$ cat config.mk
export PLATFORM = sky130hd
export DESIGN_NAME = bus_arbiter_2m_flat
export DESIGN_NICKNAME = d
export VERILOG_FILES = /design/src/rtl/bus_arbiter_2m_pkg.sv /design/src/rtl/bus_arbiter_2m_if.sv /design/src/rtl/bus_arbiter_2m_watchdog.sv /design/src/rtl/bus_arbiter_2m.sv /design/src/flat_wrapper.sv
export SDC_FILE = /design/constraint.sdc
export NUM_CORES = 1
export LEC_CHECK = 0
export CORE_AREA = 5 5 119 121
export CTS_BUF_LIST = sky130_fd_sc_hd__clkbuf_2 sky130_fd_sc_hd__clkbuf_4 sky130_fd_sc_hd__clkbuf_8
export DETAILED_ROUTE_END_ITERATION = 12
export DIE_AREA = 0 0 124 126
export HOLD_SLACK_MARGIN = 0.03
export PLACE_DENSITY = 0.7
export REMOVE_ABC_BUFFERS = 1
export SLEW_MARGIN = 5
export SYNTH_ARGS = -nofsm -noshare
export SYNTH_HDL_FRONTEND = slang
export SYNTH_SLANG_ARGS = --single-unit
$ cat constraint.sdc
create_clock -name clk -period 2.9 [get_ports clk]
set_clock_uncertainty 0.05 [all_clocks]
set_input_delay 0.29 -clock clk [delete_from_list [all_inputs] [get_ports clk]]
set_output_delay 0.29 -clock clk [all_outputs]
set_load 0.02 [all_outputs]
$ cat src/rtl/bus_arbiter_2m_pkg.sv
// Shared definitions for the two-master bus arbiter.
// Contents: bus widths, the default watchdog limit and error read data,
// and the arbiter FSM state encoding (also exposed on the debug port).
package bus_arbiter_2m_pkg;

  localparam int ADDR_W = 32;
  localparam int DATA_W = 32;
  localparam int BE_W   = 4;

  localparam int                DEFAULT_TIMEOUT_CYCLES = 255;
  localparam logic [DATA_W-1:0] DEFAULT_ERR_DATA       = 32'hDEADBEEF;

  typedef enum logic [1:0] {
    ST_IDLE = 2'd0,
    ST_GNT0 = 2'd1,
    ST_GNT1 = 2'd2
  } arb_state_e;

endpackage

$ cat src/rtl/bus_arbiter_2m_if.sv
// One memory-mapped bus channel (request side + response side).
//
// Handshake: the requester raises rd_en and/or wr_en with addr/wdata/
// byte_enable and holds all of them steady until the responder pulses ack
// for exactly one cycle. rdata and err are meaningful only while ack is
// high. Dropping rd_en/wr_en before ack withdraws the request.
//
// Modports:
//   master : drives the request, receives rdata/ack/err
//   slave  : receives the request, drives rdata/ack/err
// The slave-side bus carries no err; only master channels use it.
interface bus_arbiter_2m_if;
  import bus_arbiter_2m_pkg::*;

  logic              rd_en;
  logic              wr_en;
  logic [ADDR_W-1:0] addr;
  logic [DATA_W-1:0] wdata;
  logic [BE_W-1:0]   byte_enable;
  logic [DATA_W-1:0] rdata;
  logic              ack;
  logic              err;

  modport master (
    output rd_en, wr_en, addr, wdata, byte_enable,
    input  rdata, ack
  );

  modport slave (
    input  rd_en, wr_en, addr, wdata, byte_enable,
    output rdata, ack, err
  );

endinterface

$ cat src/rtl/bus_arbiter_2m_watchdog.sv
// Grant watchdog: counts cycles spent in a grant and flags the last
// allowed cycle.
// Ports:
//   clk, rst_n  clock, asynchronous active-low reset
//   i_clear     hold the count at zero (asserted while the arbiter is idle)
//   i_enable    count one cycle (asserted while a grant is active)
//   o_expired   count has reached TIMEOUT_CYCLES-1
module bus_arbiter_2m_watchdog #(
  parameter int TIMEOUT_CYCLES = 255
) (
  input  logic clk,
  input  logic rst_n,
  input  logic i_clear,
  input  logic i_enable,
  output logic o_expired
);

  localparam int CNT_W = (TIMEOUT_CYCLES > 1) ? $clog2(TIMEOUT_CYCLES) : 1;
  localparam logic [CNT_W-1:0] LIMIT = CNT_W'(TIMEOUT_CYCLES - 1);

  logic [CNT_W-1:0] r_count;

  // The arbiter leaves the grant on the limit cycle, so the count never
  // needs to saturate; any wrap on that final increment is cleared in idle.
  always_ff @(posedge clk or negedge rst_n) begin
    if (!rst_n) begin
      r_count <= '0;
    end else if (i_clear) begin
      r_count <= '0;
    end else if (i_enable) begin
      r_count <= r_count + CNT_W'(1);
    end
  end

  assign o_expired = (r_count == LIMIT);

endmodule

$ cat src/rtl/bus_arbiter_2m.sv
// Two-master round-robin arbiter in front of a single slave bus.
// A grant covers one whole transaction and is held until the slave acks;
// the watchdog turns a missing ack into an error ack for the master.
// Ports:
//   clk, rst_n     clock, asynchronous active-low reset
//   m0, m1         master channels (M0 = core, M1 = boot loader / DMA)
//   s              slave bus towards the address decode / ack mux
//   o_dbg_state    current arbiter state
module bus_arbiter_2m
  import bus_arbiter_2m_pkg::*;
#(
  parameter int                TIMEOUT_CYCLES = DEFAULT_TIMEOUT_CYCLES,
  parameter logic [DATA_W-1:0] ERR_DATA       = DEFAULT_ERR_DATA
) (
  input  logic                    clk,
  input  logic                    rst_n,
  bus_arbiter_2m_if.slave         m0,
  bus_arbiter_2m_if.slave         m1,
  bus_arbiter_2m_if.master        s,
  output arb_state_e              o_dbg_state
);

  arb_state_e r_state;
  logic       r_last_grant;

  logic w_req0;
  logic w_req1;
  logic w_idle;
  logic w_gnt0;
  logic w_gnt1;
  logic w_req_gnt;
  logic w_expired;
  logic w_timeout;

  assign w_req0    = m0.rd_en | m0.wr_en;
  assign w_req1    = m1.rd_en | m1.wr_en;
  assign w_idle    = (r_state == ST_IDLE);
  assign w_gnt0    = (r_state == ST_GNT0);
  assign w_gnt1    = (r_state == ST_GNT1);
  assign w_req_gnt = (w_gnt0 & w_req0) | (w_gnt1 & w_req1);
  // A real ack on the limit cycle wins; a withdrawn request is an abort,
  // not a timeout.
  assign w_timeout = w_expired & w_req_gnt & ~s.ack;

  bus_arbiter_2m_watchdog #(
    .TIMEOUT_CYCLES(TIMEOUT_CYCLES)
  ) u_watchdog (
    .clk      (clk),
    .rst_n    (rst_n),
    .i_clear  (w_idle),
    .i_enable (w_gnt0 | w_gnt1),
    .o_expired(w_expired)
  );

  // Every transaction returns through IDLE, which gives the mandatory
  // idle cycle between grants and keeps request decoding in one place.
  always_ff @(posedge clk or negedge rst_n) begin
    if (!rst_n) begin
      r_state      <= ST_IDLE;
      r_last_grant <= 1'b1;  // M0 wins the first contended request
    end else begin
      case (r_state)
        ST_IDLE: begin
          if (w_req0 && w_req1) begin
            r_state <= r_last_grant ? ST_GNT0 : ST_GNT1;
          end else if (w_req0) begin
            r_state <= ST_GNT0;
          end else if (w_req1) begin
            r_state <= ST_GNT1;
          end
        end
        ST_GNT0, ST_GNT1: begin
          if (s.ack || w_timeout) begin
            r_state      <= ST_IDLE;
            r_last_grant <= w_gnt1;
          end else if (!w_req_gnt) begin
            r_state <= ST_IDLE;  // abort: fairness history untouched
          end
        end
        default: r_state <= ST_IDLE;
      endcase
    end
  end

  // Pass-through muxing; idle (and therefore reset) drives everything to 0.
  always_comb begin
    s.rd_en       = 1'b0;
    s.wr_en       = 1'b0;
    s.addr        = '0;
    s.wdata       = '0;
    s.byte_enable = '0;
    m0.ack        = 1'b0;
    m0.err        = 1'b0;
    m0.rdata      = '0;
    m1.ack        = 1'b0;
    m1.err        = 1'b0;
    m1.rdata      = '0;
    if (w_gnt0) begin
      s.rd_en       = m0.rd_en & ~w_timeout;
      s.wr_en       = m0.wr_en & ~w_timeout;
      s.addr        = m0.addr;
      s.wdata       = m0.wdata;
      s.byte_enable = m0.byte_enable;
      m0.ack        = s.ack | w_timeout;
      m0.err        = w_timeout;
      m0.rdata      = w_timeout ? ERR_DATA : s.rdata;
    end else if (w_gnt1) begin
      s.rd_en       = m1.rd_en & ~w_timeout;
      s.wr_en       = m1.wr_en & ~w_timeout;
      s.addr        = m1.addr;
      s.wdata       = m1.wdata;
      s.byte_enable = m1.byte_enable;
      m1.ack        = s.ack | w_timeout;
      m1.err        = w_timeout;
      m1.rdata      = w_timeout ? ERR_DATA : s.rdata;
    end
  end

  assign o_dbg_state = r_state;

endmodule
$ cat src/flat_wrapper.sv
// flat-port wrapper written by rule: the top's interface ports become plain ports
module bus_arbiter_2m_flat import bus_arbiter_2m_pkg::*;
#(
  parameter int                TIMEOUT_CYCLES = DEFAULT_TIMEOUT_CYCLES,
  parameter logic [DATA_W-1:0] ERR_DATA       = DEFAULT_ERR_DATA
)
  (clk, rst_n, o_dbg_state, m0_rd_en, m0_wr_en, m0_addr, m0_wdata, m0_byte_enable, m0_rdata, m0_ack, m0_err, m1_rd_en, m1_wr_en, m1_addr, m1_wdata, m1_byte_enable, m1_rdata, m1_ack, m1_err, s_rd_en, s_wr_en, s_addr, s_wdata, s_byte_enable, s_rdata, s_ack);
  bus_arbiter_2m_if m0_i ();
  bus_arbiter_2m_if m1_i ();
  bus_arbiter_2m_if s_i ();
  input  logic clk;
  input  logic rst_n;
  output arb_state_e o_dbg_state;
  input wire logic [$bits(m0_i.rd_en)-1:0] m0_rd_en;
  input wire logic [$bits(m0_i.wr_en)-1:0] m0_wr_en;
  input wire logic [$bits(m0_i.addr)-1:0] m0_addr;
  input wire logic [$bits(m0_i.wdata)-1:0] m0_wdata;
  input wire logic [$bits(m0_i.byte_enable)-1:0] m0_byte_enable;
  output wire logic [$bits(m0_i.rdata)-1:0] m0_rdata;
  output wire logic [$bits(m0_i.ack)-1:0] m0_ack;
  output wire logic [$bits(m0_i.err)-1:0] m0_err;
  input wire logic [$bits(m1_i.rd_en)-1:0] m1_rd_en;
  input wire logic [$bits(m1_i.wr_en)-1:0] m1_wr_en;
  input wire logic [$bits(m1_i.addr)-1:0] m1_addr;
  input wire logic [$bits(m1_i.wdata)-1:0] m1_wdata;
  input wire logic [$bits(m1_i.byte_enable)-1:0] m1_byte_enable;
  output wire logic [$bits(m1_i.rdata)-1:0] m1_rdata;
  output wire logic [$bits(m1_i.ack)-1:0] m1_ack;
  output wire logic [$bits(m1_i.err)-1:0] m1_err;
  output wire logic [$bits(s_i.rd_en)-1:0] s_rd_en;
  output wire logic [$bits(s_i.wr_en)-1:0] s_wr_en;
  output wire logic [$bits(s_i.addr)-1:0] s_addr;
  output wire logic [$bits(s_i.wdata)-1:0] s_wdata;
  output wire logic [$bits(s_i.byte_enable)-1:0] s_byte_enable;
  input wire logic [$bits(s_i.rdata)-1:0] s_rdata;
  input wire logic [$bits(s_i.ack)-1:0] s_ack;
  assign m0_i.rd_en = m0_rd_en;
  assign m0_i.wr_en = m0_wr_en;
  assign m0_i.addr = m0_addr;
  assign m0_i.wdata = m0_wdata;
  assign m0_i.byte_enable = m0_byte_enable;
  assign m0_rdata = m0_i.rdata;
  assign m0_ack = m0_i.ack;
  assign m0_err = m0_i.err;
  assign m1_i.rd_en = m1_rd_en;
  assign m1_i.wr_en = m1_wr_en;
  assign m1_i.addr = m1_addr;
  assign m1_i.wdata = m1_wdata;
  assign m1_i.byte_enable = m1_byte_enable;
  assign m1_rdata = m1_i.rdata;
  assign m1_ack = m1_i.ack;
  assign m1_err = m1_i.err;
  assign s_rd_en = s_i.rd_en;
  assign s_wr_en = s_i.wr_en;
  assign s_addr = s_i.addr;
  assign s_wdata = s_i.wdata;
  assign s_byte_enable = s_i.byte_enable;
  assign s_i.rdata = s_rdata;
  assign s_i.ack = s_ack;
  bus_arbiter_2m #(.TIMEOUT_CYCLES(TIMEOUT_CYCLES), .ERR_DATA(ERR_DATA)) u_core (.clk(clk), .rst_n(rst_n), .m0(m0_i), .m1(m1_i), .s(s_i), .o_dbg_state(o_dbg_state));
endmodule
## Word level (Yosys, flattened, before mapping)

Cells that the tools add are included.

- Register bits after elaboration: 11
- Bits of input ports: 175
- Output and inout bits: 140
- Logic and storage cells: 60

- Add/subtract/negate cells: 1
- Equal/unequal tests: 5
- Mux-type cells: 29
- Bitwise gates (word level): 15
- Reduce and logical (&&, ||, !) cells: 7

Operator list:

| cell | count |
|---|---|
| $mux 32 | 8 |
| $mux 8 | 2 |
| $mux 2 | 6 |
| $mux 1 | 10 |
| $add 8x1->8 const B | 1 |
| $and 1x1->1 | 8 |
| $eq 8x8->1 const B | 1 |
| $mux 4 | 2 |
| $or 1x1->1 | 5 |
| $ne 4x1->1 const B | 1 |
| $pmux 2 s2 | 1 |
| $reduce_and 2->1 | 2 |
| $ne 3x3->1 const B | 1 |
| $eq 2x1->1 const B | 1 |
| $eq 2x2->1 const B | 1 |
| $logic_not 2->1 | 1 |
| $not 1->1 | 2 |
| $reduce_bool 2->1 | 1 |
| $reduce_or 2->1 | 1 |
| $logic_and 1x1->1 | 1 |
| $logic_or 1x1->1 | 1 |

## Longest topological paths before layout

Gate-level depths: netlist of the first run.

- Word-level depth: 9
- Mapped depth: 8
- Mapped depth without buffers: 6

## Modules after synthesis

From an unflattened synthesis of the first run, not the netlist that was laid out.

- Cells, all modules: 265
- Area, all modules: 1903.1 sq um

Modules (own cells, without submodules):

| module | instances | cells each | area an instance (sq um) | seq. area each (sq um) |
|---|---|---|---|---|
| bus_arbiter_2m | 1 | 224 | 1492.7 | 76.3 |
| bus_arbiter_2m_watchdog | 1 | 41 | 410.4 | 200.2 |

## Least setup slack after synthesis of the first run

Ideal clock, no wire load.

- Path kind: register -> output
- Start: register u_core.r_state[1], in the netlist u_core.o_dbg_state[1]
- End: output port m0_rdata[10]
- Arrival: 2.115 ns
- Required time: 2.560 ns
- Path slack: 0.445 ns
- Cell stages (with the launch flop): 9
- Path buffers: 2
- Cells stage by stage: dfrtp_1 inv_1 ha_1 buf_2 o21ai_4 a2111oi_4 buf_6 nor2_1 nor2b_1

- Longest elaborated chain between the ends: 7
- Elaborated cells on any way between the ends: 9

Ends and longest elaborated chain:

| item | RTL line | RTL |
|---|---|---|
| start: declaration | bus_arbiter_2m.sv:23 | `arb_state_e r_state;` |
| start signal: assignment | bus_arbiter_2m.sv:65 | `r_state <= r_last_grant ? ST_GNT0 : ST_GNT1;` |
| $eq 2x1->1 or $eq 2x2->1 (tied branches) | bus_arbiter_2m.sv:38, bus_arbiter_2m.sv:39 |  |
| $and 1x1->1 | bus_arbiter_2m.sv:40 | `assign w_req_gnt = (w_gnt0 & w_req0) \| (w_gnt1 & w_req1);` |
| $or 1x1->1 | bus_arbiter_2m.sv:40 |  |
| $and 1x1->1 (2 in a row) | bus_arbiter_2m.sv:43 | `assign w_timeout = w_expired & w_req_gnt & ~s.ack;` |
| $mux 32 | bus_arbiter_2m.sv:106 | `m0.rdata = w_timeout ? ERR_DATA : s.rdata;` |
| $mux 32 * | bus_arbiter_2m.sv:98 | `if (w_gnt0) begin` |
| end: declaration | flat_wrapper.sv:19 | `output wire logic [$bits(m0_i.rdata)-1:0] m0_rdata;` |

Every way passes the cells marked *; elsewhere a longest branch is shown, timed or not.

## Final worst setup path of the first run

- Start: register u_core.r_state[0], in the netlist u_core.o_dbg_state[0]
- End: output port m0_rdata[4]

- Longest elaborated chain between the ends: 7
- Elaborated cells on any way between the ends: 9

Ends and longest elaborated chain:

| item | RTL line | RTL |
|---|---|---|
| $eq 2x2->1 | bus_arbiter_2m.sv:39 | `assign w_gnt1 = (r_state == ST_GNT1);` |
| net u_core.w_gnt1 | bus_arbiter_2m.sv:30 | `logic w_gnt1;` |
| $and 1x1->1 | bus_arbiter_2m.sv:40 |  |
| $or 1x1->1 | bus_arbiter_2m.sv:40 |  |
| $and 1x1->1 (2 in a row) | bus_arbiter_2m.sv:43 |  |
| $mux 32 | bus_arbiter_2m.sv:106 |  |
| $mux 32 | bus_arbiter_2m.sv:98 |  |

The timed path passes the listed nets, and every way through them passes these cells.

==> flow_summary.yaml, run 1 <==
status:
  status: "completed"
job:
  max_cap_violations: 0
pwr:
  p_comb_share_pct: 90.8
  p_clk_share_pct: 3.8
  p_sw_mw: 2.24
  seqPwrFrac_pct: 5.3
  switching_share_pct: 50.6
  powerDensity_nw_per_um2: 797
  p_leak_nw: 3.47
  power_mw: 4.44
  ir_drop_uv: 554
  p_int_mw: 2.19
layout:
  area_growth_pct: 188
  finalNetCount: 755
  multi_input_area_um2: 1550
  fin_util_pct: 42.9
  fillers: 1302
  ff_latch_area_um2: 278
  stdcell_count: 749
  diodes: 0
  final_layout_size_suffix_gt1_share_pct: 8.38
place:
  io_buffers: 314
  dp_worst_setup_slack_ns: 0.0641
  place_inst: 745
  dp_hpwl_um: 12300
  place.gp.congestion: 0.883
timing:
  min_period_ns: 2.82
  fin_ws_ns: 0.0819
  max_slew_margin_pct: 65.3
  fin_crit_sh_pct: 97.2
  finalHoldViolCount: 0
  fmax_ghz: 0.355
  setup_tns_ns: 0
  worstMarginPinSlew_ns: 0.519
  setup_viol: 0
  drv_slew: 0
logic_synthesis:
  synth_edf_count: 0
  netlist_top_cells_area: "a22o_1 (30%), dfrtp_1 (13%), nor2_1 (11%)"
  ys.warnings.count: 0
  synth-xor-area-share_pct: 0.453
  synth_cell_types: 40
  synthMuxAreaShare_pct: 1.16
  synth_cells: 269
  syn_area_per_cell_um2: 7.19
  synth-async-reset-ratio_pct: 100
  synth-compound-area-share_pct: 40.7
  synthAdderAreaFrac_pct: 3.88
  yosysTopAreaCell: "a22o_1"
  yosysSeqAreaShare_pct: 14.3
  synth-seq-cells: 11
  netlist_area_um2: 1930
  synth_top_family_by_area: "compound AO/OA/AOI/OAI gates"
  yosysMostFrequentCell: "a22o_1"
  yosys.area_share.simple_pct: 32.8
  synth_common_cells: "a22o_1 (67), nor2_1 (59), nor2b_1 (27)"
  synth_top_area_share_pct: 30.3
  yosys_most_used_dff: "dfrtp_1"
floorplan:
  core-area_um2: 13000
  dieArea_um2: 15600
  fp.dieW_um: 124
  num_rows: 42
  io_pins: 315
  start_util_pct: 14.9
  die_h_um: 126
setup_path:
  end_kind: "primary output"
  crit_fanout: 9
  arrival_ns: 2.48
  crit_type: "reg2out"
  r2r-start: "u_core.o_dbg_state[0]"
  crit_start: "u_core.o_dbg_state[0]"
  cp-start-kind: "flip-flop"
  worst_ep_required_time_ns: 2.56
drt:
  drc: 0
  drtPass1Iterations: 4
  drt_iter0_drc: 172
  avgViaCountPerCell: 4.44
  ant_nets: 0
  vias: 3324
  wl_per_cell_um: 19.7
  wl_um: 14800
global_routing:
  grt_most_used_layer: "met2"
  grtUsageMet2_pct: 30.3
  grtUsageTotal_pct: 16.6
  grt_max_degree: 108
  grt_pass1_wl_um: 20200
  use_met3_pct: 4.98
  met1_usage_pct: 19.5
  grt_pass1_vias: 3320
  antenna_found_initial: 0
  overflow: 0
cts:
  htree_levels: 1
  numCtsBuffers: 3
  cts_resized: 16
  clk_pin_slew_ns: 0.06
  cts_tree: "yes"
  clockBufferDepth: 2
  cts_sinks: 11
  clock_latency_ns: 0.24
  cts_setup_buffers: 0
  root_buffer: "clkbuf_8"
  ctsHoldBuffers: 0
hold_path:
  hp-class: "in2async"
power groups by stage:
stage | Combinational, mW | Clock (mW) | Sequential (mW)
floorplan | 2.02 | 0 | 0.240
global placement | 4.12 | 0 | 0.234
detailed placement | 4.16 | 0 | 0.237
CTS | 4.15 | 0.169 | 0.235
global route | 4.29 | 0.177 | 0.244
finish | 4.03 | 0.169 | 0.237
area by class of cell:
type | instances | share of cell area, %
Inverter | 3 | 0.202
Clock buffer | 4 | 0.876
Timing Repair Buffer | 327 | 62.1
Tap cell | 176 | 3.95
Multi-Input combinational cell | 228 | 27.9
Sequential cell | 11 | 4.99
registers in the layout, summed over array words and instances (netlist names):
signal,flops
u_core.u_watchdog.r_count,8
u_core.r_last_grant,1
u_core.o_dbg_state,2
final timing paths:
check | end | slack, ns | cells past startpoint
max | m0_rdata[4] | 0.08 | 8
min | u_core.o_dbg_state[1] | 0.34 | 1
max reg2reg | u_core.o_dbg_state[0] | 0.94 | 7
min reg2reg | u_core.u_watchdog.r_count[6] | 0.48 | 1
max in group asynchronous | u_core.o_dbg_state[0] | 2.08 | 1
min in group clk | u_core.u_watchdog.r_count[6] | 0.48 | 1
critical path, cell delays in order, from the launching register on:
cell	delay, ns
dfrtp_2	0.44
inv_1	0.11
ha_1	0.20
o21ai_1	0.13
buf_4	0.17
a21oi_1	0.14
nand3_2	0.24
and3_1	0.27
clkdlybuf4s50_1	0.53
metrics by stage:
stage / cell area [um^2] / hold slack, ns
finish: 5570 / 0.343
global route: 5570 / 0.400
detailed placement: 5320 / 0.480
floorplan: 1820 / -0.0556
global placement: 5320 / 0.459
CTS: 5370 / 0.363
placed cells by master, fill, tap and decap left out, types with 2 or more instances in the layout:
cell and instances:
dlymetal6s2s_1 80, nand3_1 2, a22oi_1 4, and2_2 8
inv_1 3, and3_1 9, o21ai_0 10, and2_1 2
clkbuf_8 3, o22ai_1 2, nand2_1 6, dfrtp_1 9
a22o_1 67, buf_4 18, clkdlybuf4s50_1 210, buf_12 3
nor2_1 59, dlygate4sd2_1 14, a21oi_1 4, nor2b_1 26
ha_1 5, mux2_2 2
metal layers:
metal | vias up | routed length (um)
met5 | - | 0
met4 | 0 | 109
met3 | 14 | 1600
met2 | 160 | 7470
met1 | 1551 | 5610
li1 | 1599 | -
logic make-up (layout without fill, tap and decap cells):
group | Yosys count | count (layout)
simple gates | 124 | 124
compound gates | 95 | 95
xor+xnor | 1 | 1
fa+ha+maj | 6 | 6
buf+inv | 30 | 334
flops | 11 | 11
mux | 2 | 2
No activity file was read; power rests on OpenSTA's default activity.
==> inputs of run 2 (changes only) <==
--- a/config.mk
+++ b/config.mk
@@ -5,6 +5,7 @@
 export SDC_FILE = /design/constraint.sdc
 export NUM_CORES = 1
 export LEC_CHECK = 0
+export ABC_CLOCK_PERIOD_IN_PS = 2900
 export CORE_AREA = 5 5 119 121
 export CTS_BUF_LIST = sky130_fd_sc_hd__clkbuf_2 sky130_fd_sc_hd__clkbuf_4 sky130_fd_sc_hd__clkbuf_8
 export DETAILED_ROUTE_END_ITERATION = 12
==> results of run 2 <==
Same layout as run 1: the final DEF is identical, and so are final timing and power.
==> inputs of run 3 (changes only) <==
--- a/config.mk
+++ b/config.mk
@@ -10,10 +10,13 @@
 export CTS_BUF_LIST = sky130_fd_sc_hd__clkbuf_2 sky130_fd_sc_hd__clkbuf_4 sky130_fd_sc_hd__clkbuf_8
 export DETAILED_ROUTE_END_ITERATION = 12
 export DIE_AREA = 0 0 124 126
+export GPL_ROUTABILITY_DRIVEN = 0
 export HOLD_SLACK_MARGIN = 0.03
+export MAX_ROUTING_LAYER = met4
 export PLACE_DENSITY = 0.7
 export REMOVE_ABC_BUFFERS = 1
 export SLEW_MARGIN = 5
 export SYNTH_ARGS = -nofsm -noshare
 export SYNTH_HDL_FRONTEND = slang
 export SYNTH_SLANG_ARGS = --single-unit
+export TNS_END_PERCENT = 1
==> run 3 against run 2 <==
  * Die area unchanged
  * Routed wire length shrank 0.25%
  * Sequential cell count did not move
  * Fmax down 0.36%
  * Non-clock buffer count did not move
==> flow_summary.yaml, run 3 (synthesis gave the netlist of run 1 again) <==
global_routing:
  met1_usage_pct: 19.5
  antenna_found_initial: 0
  grt_most_used_layer: "met2"
  use_met3_pct: 4.93
  grtUsageTotal_pct: 17.0
  overflow: 0
  grtUsageMet2_pct: 30.1
  grt_pass1_wl_um: 20100
  grt_max_degree: 108
  grt_pass1_vias: 3332
timing:
  worstMarginPinSlew_ns: 0.531
  fmax_ghz: 0.354
  min_period_ns: 2.83
  fin_crit_sh_pct: 97.5
  rsz0062_at_grt: "yes"
  drv_slew: 0
  setup_viol: 0
  finalHoldViolCount: 0
  max_slew_margin_pct: 64.5
  holdWs_ns: 0.349
cts:
  htree_levels: 1
  clk_pin_slew_ns: 0.06
  root_buffer: "clkbuf_8"
  cts_sinks: 11
  cts_tree: "yes"
  cts_setup_buffers: 0
  numCtsBuffers: 3
  clockBufferDepth: 2
  clock_latency_ns: 0.24
floorplan:
  io_pins: 315
  start_util_pct: 14.9
  core-area_um2: 13000
  die_h_um: 126
  fp.dieW_um: 124
  dieArea_um2: 15600
  num_rows: 42
drt:
  vias: 3316
  wl_um: 14800
  drtPass1Iterations: 4
  ant_nets: 0
  drc: 0
  avgViaCountPerCell: 4.43
  drt_iter0_drc: 193
  wl_per_cell_um: 19.7
layout:
  layout.cells.most_common: "clkdlybuf4s50_1"
  regMostFlops: "u_core.u_watchdog.r_count"
  layout_common_cells: "clkdlybuf4s50_1 (231), a22o_1 (67), dlymetal6s2s_1 (62)"
  area_growth_pct: 186
  final_layout_size_suffix_gt1_share_pct: 8.38
  finalNetCount: 755
  diodes: 0
  largest_reg_flops: 8
  fin_util_pct: 42.6
status:
  status: "completed"
pwr:
  p_leak_nw: 3.17
  powerDensity_nw_per_um2: 807
  ir_drop_uv: 551
setup_path:
  end_kind: "primary output"
  crit_fanout: 107
  arrival_ns: 2.49
  cp-start-kind: "flip-flop"
  crit_type: "reg2out"
  worst_ep_required_time_ns: 2.56
place:
  dp_hpwl_um: 12300
  io_buffers: 314
job:
  max_cap_violations: 0
hold_path:
  hp-class: "in2async"
[run 3: power by group]
group	internal (mW)	switching (mW)
sequential	0.195	0.0417
clock	0.106	0.0628
combinational	1.92	2.13
[run 3: worst paths after layout]
path,cells after the start,slack [ns],startpoint,to
hold / removal,1,0.35,rst_n,u_core.o_dbg_state[1]
setup / recovery,7,0.07,u_core.o_dbg_state[1],m1_err
setup reg to reg,7,0.95,u_core.o_dbg_state[0],u_core.o_dbg_state[0]
min in group clk,1,0.49,u_core.u_watchdog.r_count[6],u_core.u_watchdog.r_count[6]
hold reg to reg,1,0.49,u_core.u_watchdog.r_count[6],u_core.u_watchdog.r_count[6]
max in group asynchronous,1,2.07,rst_n,u_core.o_dbg_state[0]
[run 3: worst max-delay path: stages, from the launching register on]
cell and delay, ns:
dfrtp_1 0.42, inv_1 0.15, ha_4 0.19, buf_16 0.32
nand2b_1 0.22, buf_6 0.24, nor2_1 0.07, clkdlybuf4s50_1 0.54
[run 3: per-layer routing]
metal | vias up | routed length [um]
li1 | 1597 | -
met4 | 0 | 103
met1 | 1558 | 5590
met2 | 149 | 7530
met3 | 12 | 1540
met5 | - | 0
[run 3: what timing repair did]
item	4_1_cts	5_1_grt
hold buffers	0	0
endpoints found under the hold margin	0	0
pin swaps	0	1
resized for setup	12	65
endpoints found under the setup margin	24	73
[run 3: layout make-up]
| cell class | instances | area, um^2 |
|---|---|---|
| fillers | 1301 | 7450 |
| repair buffers | 327 | 3420 |
| multi-input cells | 228 | 1550 |
| flip-flops and latches | 11 | 278 |
| well taps | 176 | 220 |
| clock buffers | 4 | 48.8 |
| inverters | 3 | 11.3 |
[run 3: through the flow]
step / TNS, ns / cells / instance area [um^2] / power [mW] / setup slack (ns)
5_1_grt: -0.171 / 749 / 5530 / 4.74 / -0.0227
4_1_cts: -0.0720 / 749 / 5360 / 4.55 / -0.0268
2_1_floorplan: -229.33 / 242 / 1820 / 2.26 / -2.19
6_report: 0 / 749 / 5530 / 4.46 / 0.0716
3_3_place_gp: 0 / 745 / 5320 / 4.36 / 0.0808
3_5_place_dp: 0 / 745 / 5320 / 4.39 / 0.0641
